File: config.mk
export PLATFORM = sky130hd
export DESIGN_NAME = alu_shift_pipe
export DESIGN_NICKNAME = d
export VERILOG_FILES = /design/src/rtl/alu_shift_pipe.sv
export SDC_FILE = /design/constraint.sdc
export NUM_CORES = 1
export LEC_CHECK = 0
export ABC_AREA = 1
export CORE_MARGIN = 3
export CORE_UTILIZATION = 45
export DETAILED_ROUTE_END_ITERATION = 10
export SKIP_LAST_GASP = 1
export SLEW_MARGIN = 30
export SYNTH_ARGS = -nofsm -noshare
export SYNTH_HDL_FRONTEND = slang
export SYNTH_SLANG_ARGS = --single-unit
File: constraint.sdc
create_clock -name clock -period 2.5 [get_ports clock]
set_clock_uncertainty 0.15 [all_clocks]
set_input_delay 0.5 -clock clock [delete_from_list [all_inputs] [get_ports clock]]
set_output_delay 0.5 -clock clock [all_outputs]
set_load 0.01 [all_outputs]
File: src/rtl/alu_shift_pipe.sv
// Pipelined barrel shifter (SLL/SRL/SRA/ROR) with valid/ready handshakes and a sideband tag.
// Define SHIFT_OVF_EN to add the SLL significance-loss flag (out_ovf).

module alu_shift_stage #(
    parameter int WIDTH   = 32,
    parameter int SHAMT_W = 5,
    parameter int TAG_W   = 5,
    parameter int BIT     = 4
) (
    input  logic               clock,
    input  logic               reset,
    input  logic               flush_i,
    input  logic               load_i,
    input  logic               vld_i,
    input  logic [WIDTH-1:0]   data_i,
    input  logic [SHAMT_W-1:0] shamt_i,
    input  logic [1:0]         mode_i,
    input  logic [TAG_W-1:0]   tag_i,
    input  logic               sign_i,
`ifdef SHIFT_OVF_EN
    input  logic               ovf_i,
    output logic               ovf_o,
`endif
    output logic               vld_o,
    output logic [WIDTH-1:0]   data_o,
    output logic [SHAMT_W-1:0] shamt_o,
    output logic [1:0]         mode_o,
    output logic [TAG_W-1:0]   tag_o,
    output logic               sign_o
);
    localparam int AMT = 1 << BIT;
    localparam logic [1:0] M_SLL = 2'b00;
    localparam logic [1:0] M_SRL = 2'b01;
    localparam logic [1:0] M_SRA = 2'b10;

    logic               vld_q;
    logic [WIDTH-1:0]   data_d, data_q;
    logic [SHAMT_W-1:0] shamt_q;
    logic [1:0]         mode_q;
    logic [TAG_W-1:0]   tag_q;
    logic               sign_q;

    always_comb begin
        data_d = data_i;
        if (shamt_i[BIT]) begin
            case (mode_i)
                M_SLL:   data_d = data_i << AMT;
                M_SRL:   data_d = data_i >> AMT;
                // SRA fills from the sign captured at entry, not the current MSB
                M_SRA:   data_d = (data_i >> AMT) | ({WIDTH{sign_i}} << (WIDTH - AMT));
                default: data_d = (data_i >> AMT) | (data_i << (WIDTH - AMT));
            endcase
        end
    end

    always_ff @(posedge clock or negedge reset) begin
        if (!reset) begin
            vld_q   <= 1'b0;
            data_q  <= '0;
            shamt_q <= '0;
            mode_q  <= '0;
            tag_q   <= '0;
            sign_q  <= 1'b0;
        end else if (flush_i) begin
            vld_q <= 1'b0;
        end else if (load_i) begin
            vld_q <= vld_i;
            if (vld_i) begin
                data_q  <= data_d;
                shamt_q <= shamt_i;
                mode_q  <= mode_i;
                tag_q   <= tag_i;
                sign_q  <= sign_i;
            end
        end
    end

`ifdef SHIFT_OVF_EN
    logic ovf_d, ovf_q;

    // Any bit leaving the top, or the new MSB, disagreeing with the entry sign means loss.
    always_comb begin
        ovf_d = ovf_i;
        if (mode_i == M_SLL && shamt_i[BIT])
            ovf_d = ovf_i | (|(data_i[WIDTH-1 -: AMT] ^ {AMT{sign_i}})) | (data_d[WIDTH-1] ^ sign_i);
    end

    always_ff @(posedge clock or negedge reset) begin
        if (!reset)
            ovf_q <= 1'b0;
        else if (!flush_i && load_i && vld_i)
            ovf_q <= ovf_d;
    end

    assign ovf_o = ovf_q;
`endif

    assign vld_o   = vld_q;
    assign data_o  = data_q;
    assign shamt_o = shamt_q;
    assign mode_o  = mode_q;
    assign tag_o   = tag_q;
    assign sign_o  = sign_q;
endmodule

module alu_shift_pipe #(
    parameter int WIDTH   = 32,
    parameter int SHAMT_W = $clog2(WIDTH),
    parameter int TAG_W   = 5
) (
    input  logic               clock,
    input  logic               reset,
    input  logic               flush,
    input  logic               in_valid,
    output logic               in_ready,
    input  logic [WIDTH-1:0]   A,
    input  logic [SHAMT_W-1:0] ctrl_shiftamt,
    input  logic [1:0]         ctrl_mode,
    input  logic [TAG_W-1:0]   in_tag,
    output logic               out_valid,
    input  logic               out_ready,
    output logic [WIDTH-1:0]   out,
    output logic [TAG_W-1:0]   out_tag
`ifdef SHIFT_OVF_EN
   ,output logic               out_ovf
`endif
);
    logic [SHAMT_W-1:0]              vld_pipe;
    logic [SHAMT_W-1:0]              rdy;
    logic [SHAMT_W-1:0][WIDTH-1:0]   data_p;
    logic [SHAMT_W-1:0][SHAMT_W-1:0] shamt_p;
    logic [SHAMT_W-1:0][1:0]         mode_p;
    logic [SHAMT_W-1:0][TAG_W-1:0]   tag_p;
    logic [SHAMT_W-1:0]              sign_p;
`ifdef SHIFT_OVF_EN
    logic [SHAMT_W-1:0]              ovf_p;
`endif
    logic in_fire;

    // A stage can load when empty or when its occupant leaves this cycle.
    always_comb begin
        rdy = '0;
        rdy[SHAMT_W-1] = !vld_pipe[SHAMT_W-1] || out_ready;
        for (int k = SHAMT_W-2; k >= 0; k--)
            rdy[k] = !vld_pipe[k] || rdy[k+1];
    end

    assign in_ready = rdy[0] && !flush;
    assign in_fire  = in_valid && in_ready;

    for (genvar k = 0; k < SHAMT_W; k++) begin : g_stage
        logic               vld_in;
        logic [WIDTH-1:0]   data_in;
        logic [SHAMT_W-1:0] shamt_in;
        logic [1:0]         mode_in;
        logic [TAG_W-1:0]   tag_in;
        logic               sign_in;
`ifdef SHIFT_OVF_EN
        logic               ovf_in;
`endif
        if (k == 0) begin : g_head
            assign vld_in   = in_fire;
            assign data_in  = A;
            assign shamt_in = ctrl_shiftamt;
            assign mode_in  = ctrl_mode;
            assign tag_in   = in_tag;
            assign sign_in  = A[WIDTH-1];
`ifdef SHIFT_OVF_EN
            assign ovf_in   = 1'b0;
`endif
        end else begin : g_body
            assign vld_in   = vld_pipe[k-1];
            assign data_in  = data_p[k-1];
            assign shamt_in = shamt_p[k-1];
            assign mode_in  = mode_p[k-1];
            assign tag_in   = tag_p[k-1];
            assign sign_in  = sign_p[k-1];
`ifdef SHIFT_OVF_EN
            assign ovf_in   = ovf_p[k-1];
`endif
        end

        alu_shift_stage #(
            .WIDTH  (WIDTH),
            .SHAMT_W(SHAMT_W),
            .TAG_W  (TAG_W),
            .BIT    (SHAMT_W-1-k)
        ) u_stage (
            .clock  (clock),
            .reset  (reset),
            .flush_i(flush),
            .load_i (rdy[k]),
            .vld_i  (vld_in),
            .data_i (data_in),
            .shamt_i(shamt_in),
            .mode_i (mode_in),
            .tag_i  (tag_in),
            .sign_i (sign_in),
`ifdef SHIFT_OVF_EN
            .ovf_i  (ovf_in),
            .ovf_o  (ovf_p[k]),
`endif
            .vld_o  (vld_pipe[k]),
            .data_o (data_p[k]),
            .shamt_o(shamt_p[k]),
            .mode_o (mode_p[k]),
            .tag_o  (tag_p[k]),
            .sign_o (sign_p[k])
        );
    end

    assign out_valid = vld_pipe[SHAMT_W-1];
    assign out       = data_p[SHAMT_W-1];
    assign out_tag   = tag_p[SHAMT_W-1];
`ifdef SHIFT_OVF_EN
    assign out_ovf   = ovf_p[SHAMT_W-1];
`endif

    // Control sideband of the final stage has no consumer.
    logic unused_tail;
    assign unused_tail = ^{shamt_p[SHAMT_W-1], mode_p[SHAMT_W-1], sign_p[SHAMT_W-1]};
endmodule

==> results of run 1 <==
==> layer usage <==
metal	routed length, µm	global-route usage [%]	vias to the layer above
li1	-	-	4972
met1	13400	30.3	4473
met2	13400	35.5	233
met3	1110	2.68	38
met4	625	5.79	0
met5	0	0	-
==> power by group through the flow <==
stage	sequential [W]	combinational, W	clock (W)
after global placement	0.00505	0.00311	0
after detailed placement	0.00507	0.00312	0
after CTS	0.00501	0.00315	0.00381
after global routing	0.00512	0.00359	0.00397
after floorplan	0.00488	0.00202	0
final	0.00501	0.00314	0.00371
==> metrics by stage <==
stage | area, µm² | cells | total power [W] | hold slack (ns)
floorplan | 11300 | 1457 | 0.00691 | 0.0544
global placement | 12400 | 1804 | 0.00816 | 0.310
detailed placement | 12400 | 1804 | 0.00819 | 0.312
CTS | 13300 | 1847 | 0.0120 | 0.326
global route | 13300 | 1847 | 0.0127 | 0.346
finish | 13300 | 1847 | 0.0119 | 0.319
==> final timing paths <==
check	startpoint	end	slack [ns]	depth (start not counted)
min in group asynchronous	reset	g_stage[4].u_stage.tag_o[0]	0.36	2
min reg2reg	g_stage[0].u_stage.shamt_o[0]	g_stage[0].u_stage.shamt_o[0]	0.32	2
max in group asynchronous	reset	g_stage[3].u_stage.data_o[19]	1.14	3
max	out_ready	in_ready	0.11	7
max reg2reg	g_stage[2].u_stage.shamt_o[1]	g_stage[3].u_stage.data_o[11]	0.63	5
min	g_stage[0].u_stage.shamt_o[0]	g_stage[0].u_stage.shamt_o[0]	0.32	2
==> cell type report <==
| cell class | instances | share of cell area, % |
|---|---|---|
| clock inverter | 5 | 0.780 |
| clock buffer | 37 | 5.64 |
| multi-input combinational | 1000 | 36.6 |
| sequential | 212 | 39.9 |
| inverter | 135 | 3.82 |
| timing repair buffer | 134 | 10.3 |
| tap | 324 | 3.05 |
==> cells by family (layout without fill, tap and decap cells) <==
| kind of cell | count (synthesis) | after routing | synth area share (%) |
|---|---|---|---|
| and+or+nand+nor | 538 | 538 | 20.2 |
| AOI/OAI and AO/OA | 462 | 462 | 22.7 |
| buffers and inverters | 245 | 311 | 10.1 |
| DFF | 212 | 212 | 47.0 |
==> flip-flops by register name (all words and copies together), names as in the netlist <==
register,cells
g_stage.u_stage.vld_o,5
g_stage.u_stage.shamt_o,10
g_stage.u_stage.mode_o,8
g_stage.u_stage.tag_o,25
g_stage.u_stage.data_o,160
g_stage.u_stage.sign_o,4
==> repair_timing <==
action,in CTS,in global routing
hold buffers,1,0
gates cloned,0,0
hold endpoints to repair,47,0
gates resized for setup,1,1
setup endpoints to repair,1,1
==> critical path: stages <==
cell and delay, ns:
clkdlybuf4s50_1 0.42, inv_2 0.09, nand4_4 0.11, nor2_8 0.11, a21oi_2 0.05, buf_4 0.16
dlygate4sd2_1 0.29
==> Yosys cell counts <==
| master | n | area, µm² |
|---|---|---|
| a211oi_1 | 3 | 22.5 |
| a21oi_1 | 176 | 881 |
| a21oi_2 | 1 | 8.76 |
| a22oi_1 | 28 | 210 |
| a31oi_1 | 1 | 6.26 |
| buf_1 | 11 | 41.3 |
| buf_2 | 39 | 195 |
| buf_4 | 7 | 52.6 |
| buf_6 | 19 | 214 |
| clkbuf_1 | 33 | 124 |
| clkbuf_2 | 1 | 5.00 |
| clkinv_2 | 1 | 5.00 |
| dfrtp_1 | 212 | 5310 |
| inv_1 | 130 | 488 |
| inv_2 | 4 | 15.0 |
| nand2_1 | 365 | 1370 |
| nand2_2 | 1 | 6.26 |
| nand2_4 | 2 | 22.5 |
| nand3_1 | 77 | 385 |
| nand3_2 | 1 | 10.0 |
| nand3_4 | 1 | 17.5 |
| nand4_1 | 30 | 188 |
| nand4_4 | 1 | 21.3 |
| nor2_1 | 55 | 206 |
| nor2_2 | 2 | 12.5 |
| nor2_4 | 2 | 22.5 |
| nor2_8 | 1 | 20.0 |
| o211ai_1 | 12 | 90.1 |
| o211ai_2 | 4 | 50.1 |
| o21a_1 | 1 | 7.51 |
| o21ai_0 | 181 | 906 |
| o21ai_1 | 9 | 45.0 |
| o21ai_2 | 21 | 184 |
| o22ai_1 | 25 | 156 |
==> impl_metrics.json, run 1 <==
{
  "cts_buffer_depth": 3,
  "yosysWarnings": 0,
  "drv_cap": 0,
  "area_growth_pct": 17.8,
  "cp_data_required_time_ns": 1.85,
  "antennaDiodeCount": 0,
  "grt_usage_pct": 21.6,
  "critPathLaunchType": "input port",
  "finalCriticalPeriod_ns": 2.39,
  "drc": 0,
  "seqCellArea_mm2": 0.00531,
  "dp_hpwl_mm": 20.9,
  "outcome": "finished, final reports clean",
  "slew_headroom_pct": 41.5,
  "drtPass1Iterations": 7,
  "powerDensity_mw_per_mm2": 892,
  "pre_cts_ws_ns": -0.156,
  "insertion_delay_ns": 0.51,
  "ys_seq_elements": 212,
  "avgSynthCellArea_um2": 7.75,
  "period_share_pct": 95.7,
  "max_freq_ghz": 0.418,
  "final_common_cell": "nand2_1",
  "grt_max_degree": 63,
  "first_global_vias": 9105,
  "die_x_um": 164,
  "drive_gt1_share_pct": 8.60,
  "ir_worst_vdd_mv": 0.514,
  "gp_congestion": 0.861,
  "io_pins": 88,
  "cts_inserted_buffers": 25,
  "vias_per_cell": 5.26,
  "setup_ws_ns": 0.106,
  "path_max_fanout": 2,
  "grt_pass1_wl_mm": 47.9,
  "sw_frac_of_total_pct": 33.0,
  "syn_inst": 1457,
  "clock_sinks": 212,
  "drt-total-wl_mm": 28.5,
  "final_max_slew_viol_count": 0,
  "multi_input_area_mm2": 0.00487,
  "std_cell_rows": 57,
  "post_cts_buffers": 0,
  "root_buffer": "clkbuf_16",
  "final_util_pct": 54.4,
  "die_y_um": 164,
  "clkTransAtPathRegs_ns": 0.05,
  "fillers": 2317,
  "netlist_area_mm2": 0.0113,
  "tightest_slew_ns": 0.877,
  "dr_total_vias": 9716,
  "synth.distinct_cells": 34,
  "crit_path_end_kind": "primary output",
  "start_util_pct": 46.2,
  "portBuffers": 87,
  "grt.overflow.total": 0,
  "netSwitchingPower_w": 0.00392,
  "fp.dieArea_mm2": 0.0270,
  "p_clk_share_pct": 31.3,
  "yosysSeqAreaShare_pct": 47.0,
  "drtIter0Drc": 677,
  "cp.arrival_ns": 1.74,
  "synth_nets": 1506,
  "cts_tree": "yes",
  "p_int_w": 0.00794,
  "p_comb_share_pct": 26.5,
  "hold_viol": 0,
  "fin_tns_setup_ns": 0,
  "drt.antenna.violating_nets": 0,
  "min_path_type": "register to register",
  "antenna_found_initial": 0,
  "p_seq_share_pct": 42.2,
  "final_cell_mix": "365 x nand2_1, 212 x dfrtp_1, 181 x o21ai_0",
  "final_nets": 1557,
  "rsz0062_at_grt": "no",
  "coreArea_mm2": 0.0245,
  "crit_type": "input port to primary output",
  "wl_per_cell_um": 15.4,
  "power.leakage_nw": 6.19,
  "setup-violations-final": 0,
  "h-tree-depth": 1
}
Note: power is estimated with default switching activity, not from simulation.
==> inputs of run 2 (changes only) <==
--- a/config.mk
+++ b/config.mk
@@ -6,6 +6,7 @@
 export NUM_CORES = 1
 export LEC_CHECK = 0
 export ABC_AREA = 1
+export CORE_ASPECT_RATIO = 0.6
 export CORE_MARGIN = 3
 export CORE_UTILIZATION = 45
 export DETAILED_ROUTE_END_ITERATION = 10
==> constraint.sdc (replaced) <==
create_clock -name clock -period 3.07 [get_ports clock]
set_clock_uncertainty 0.15 [all_clocks]
set_input_delay 0.614 -clock clock [delete_from_list [all_inputs] [get_ports clock]]
set_output_delay 0.614 -clock clock [all_outputs]
set_load 0.01 [all_outputs]
==> run 2 against run 1 <==
Compared with the run above: via count increased by 4.7%; count of clock-buffer cells in the layout decreased by 9; clock power decreased by 30%; worst setup slack improved by 0.094 ns; combinational power decreased by 19%; critical path type unchanged; largest power group unchanged.
==> impl_metrics.json, run 2 (synthesized netlist as in run 1, its figures left out) <==
{
  "clkTransAtPathRegs_ns": 0.06,
  "min_path_cells": 2,
  "dr_total_vias": 10200,
  "std_cell_rows": 44,
  "root_buffer": "clkbuf_16",
  "fp.dieArea_mm2": 0.0271,
  "rsz0062_at_grt": "no",
  "wl_per_cell_um": 16.7,
  "die_x_um": 211,
  "h-tree-depth": 1,
  "crit_type": "input port to primary output",
  "grt_usage_pct": 22.5,
  "area_growth_pct": 14.9,
  "r2r_start": "g_stage[0].u_stage.mode_o[1]",
  "grt.overflow.total": 0,
  "cts_tree": "yes",
  "final_cell_mix": "365 x nand2_1, 212 x dfrtp_1, 181 x o21ai_0",
  "power.leakage_nw": 6.04,
  "insertion_delay_ns": 0.50,
  "startpoint": "out_ready",
  "start_util_pct": 46.2,
  "period_share_pct": 93.5,
  "setup-violations-final": 0,
  "finalCriticalPeriod_ns": 2.87,
  "slew_headroom_pct": 39.1,
  "final_max_slew_viol_count": 0,
  "gp_congestion": 0.878,
  "tightest_slew_ns": 0.913,
  "pre_cts_ws_ns": 0.0732,
  "antenna_found_initial": 0,
  "hold_viol": 0,
  "powerDensity_mw_per_mm2": 717,
  "cts_buffer_depth": 3,
  "cp_data_required_time_ns": 2.31,
  "crit_path_end_kind": "primary output",
  "post_cts_buffers": 0,
  "fin_tns_setup_ns": 0,
  "drc": 0,
  "final_common_cell": "nand2_1",
  "dr_wl_met3_mm": 1.81,
  "drt.antenna.violating_nets": 0,
  "rr_endpoint": "g_stage[1].u_stage.data_o[5]",
  "grt_pass1_wl_mm": 50.3,
  "min_path_type": "register to register",
  "wl_met1_mm": 16.2,
  "drt-total-wl_mm": 30.5,
  "portBuffers": 87,
  "die_y_um": 129,
  "total_power_w": 0.00930,
  "drtIter0Drc": 890,
  "final_util_pct": 53.1,
  "final_nets": 1545,
  "place_area_mm2": 0.0123,
  "holdPathEnd": "g_stage[0].u_stage.tag_o[4]",
  "dp_hpwl_mm": 22.2,
  "clock_sinks": 212,
  "design_area_mm2": 0.0130,
  "vias_per_cell": 5.55,
  "ir_worst_vdd_mv": 0.356,
  "top_layer": "met4",
  "critPathLaunchType": "input port",
  "cp.arrival_ns": 2.11,
  "grt_max_degree": 73,
  "rr_worst_depth": 7,
  "drtPass1Iterations": 5,
  "hp-start": "g_stage[0].u_stage.tag_o[4]",
  "setup_ws_ns": 0.201,
  "path_max_fanout": 2,
  "cts_inserted_buffers": 21,
  "fillers": 2388,
  "drv_cap": 0,
  "coreArea_mm2": 0.0244,
  "outcome": "finished, final reports clean",
  "drive_gt1_share_pct": 7.81,
  "first_global_vias": 9431,
  "largest_register_ffs": 160,
  "antennaDiodeCount": 0,
  "r2r_slack_ns": 0.88,
  "max_freq_ghz": 0.349,
  "io_pins": 88,
  "wl_met2_mm": 12.2
}
[run 2: cell count changes in the layout (fill, tap and decap cells not counted), sizes merged]
cell,delta
clkdlybuf4s50,+1
clkbuf,-9
bufinv,-1
clkinv,+5
buf,-8
dlygate4sd2,-1
[run 2: worst max path at each step]
stage | cells after the start | slack, ns | to
global route | 6 | 0.12 | in_ready
floorplan | 5 | 1.02 | in_ready
detailed placement | 6 | 0.07 | in_ready
global placement | 6 | 0.06 | in_ready
CTS | 6 | 0.06 | in_ready
finish | 6 | 0.20 | in_ready
[run 2: critical path: stages]
cell             delay (ns)
clkdlybuf4s50_1        0.46
inv_1                  0.07
nand4_4                0.10
nor2_8                 0.04
a21oi_4                0.23
clkdlybuf4s50_1        0.59
[run 2: repair_timing]
action                                  CTS  global route
endpoints found under the setup margin    0             1
gates resized for setup                   0             1
hold endpoints to repair                 11             0
hold buffers                              1             0
[run 2: final cells by class]
class                      instances  area (µm²)  area share, %
sequential                       212        5310           40.9
inverter                         135         508           3.92
clock inverter                     9        95.1          0.733
timing repair buffer             126        1190           9.21
multi-input combinational       1000        4870           37.6
clock buffer                      28         592           4.56
tap                              322         403           3.11
[run 2: power by group]
part           total (W)  leakage (nW)  switching [W]  internal [W]
Combinational    0.00255          3.11        0.00152       0.00103
Clock            0.00261         0.347        0.00109       0.00152
Sequential       0.00414          2.59       0.000648       0.00349
Total            0.00930          6.04        0.00326       0.00604
[run 2: metal layers]
metal | vias up | GRT usage, %
li1 | 4944 | -
met1 | 4959 | 37.2
met2 | 243 | 31.6
met3 | 22 | 3.46
met4 | 0 | 2.56
met5 | - | 0
[run 2: stage by stage]
step | cells | hold slack, ns
after floorplan | 1457 | 0.168
after global placement | 1794 | 0.310
after detailed placement | 1794 | 0.315
after CTS | 1832 | 0.328
after global routing | 1832 | 0.343
final | 1832 | 0.326
==> inputs of run 3 (changes only) <==
--- a/config.mk
+++ b/config.mk
@@ -9,6 +9,7 @@
 export CORE_ASPECT_RATIO = 0.6
 export CORE_MARGIN = 3
 export CORE_UTILIZATION = 45
+export CTS_CLUSTER_SIZE = 40
 export DETAILED_ROUTE_END_ITERATION = 10
 export SKIP_LAST_GASP = 1
 export SLEW_MARGIN = 30
==> results of run 3 <==
Same layout as run 2: the final DEF is identical, and so are final timing and power.
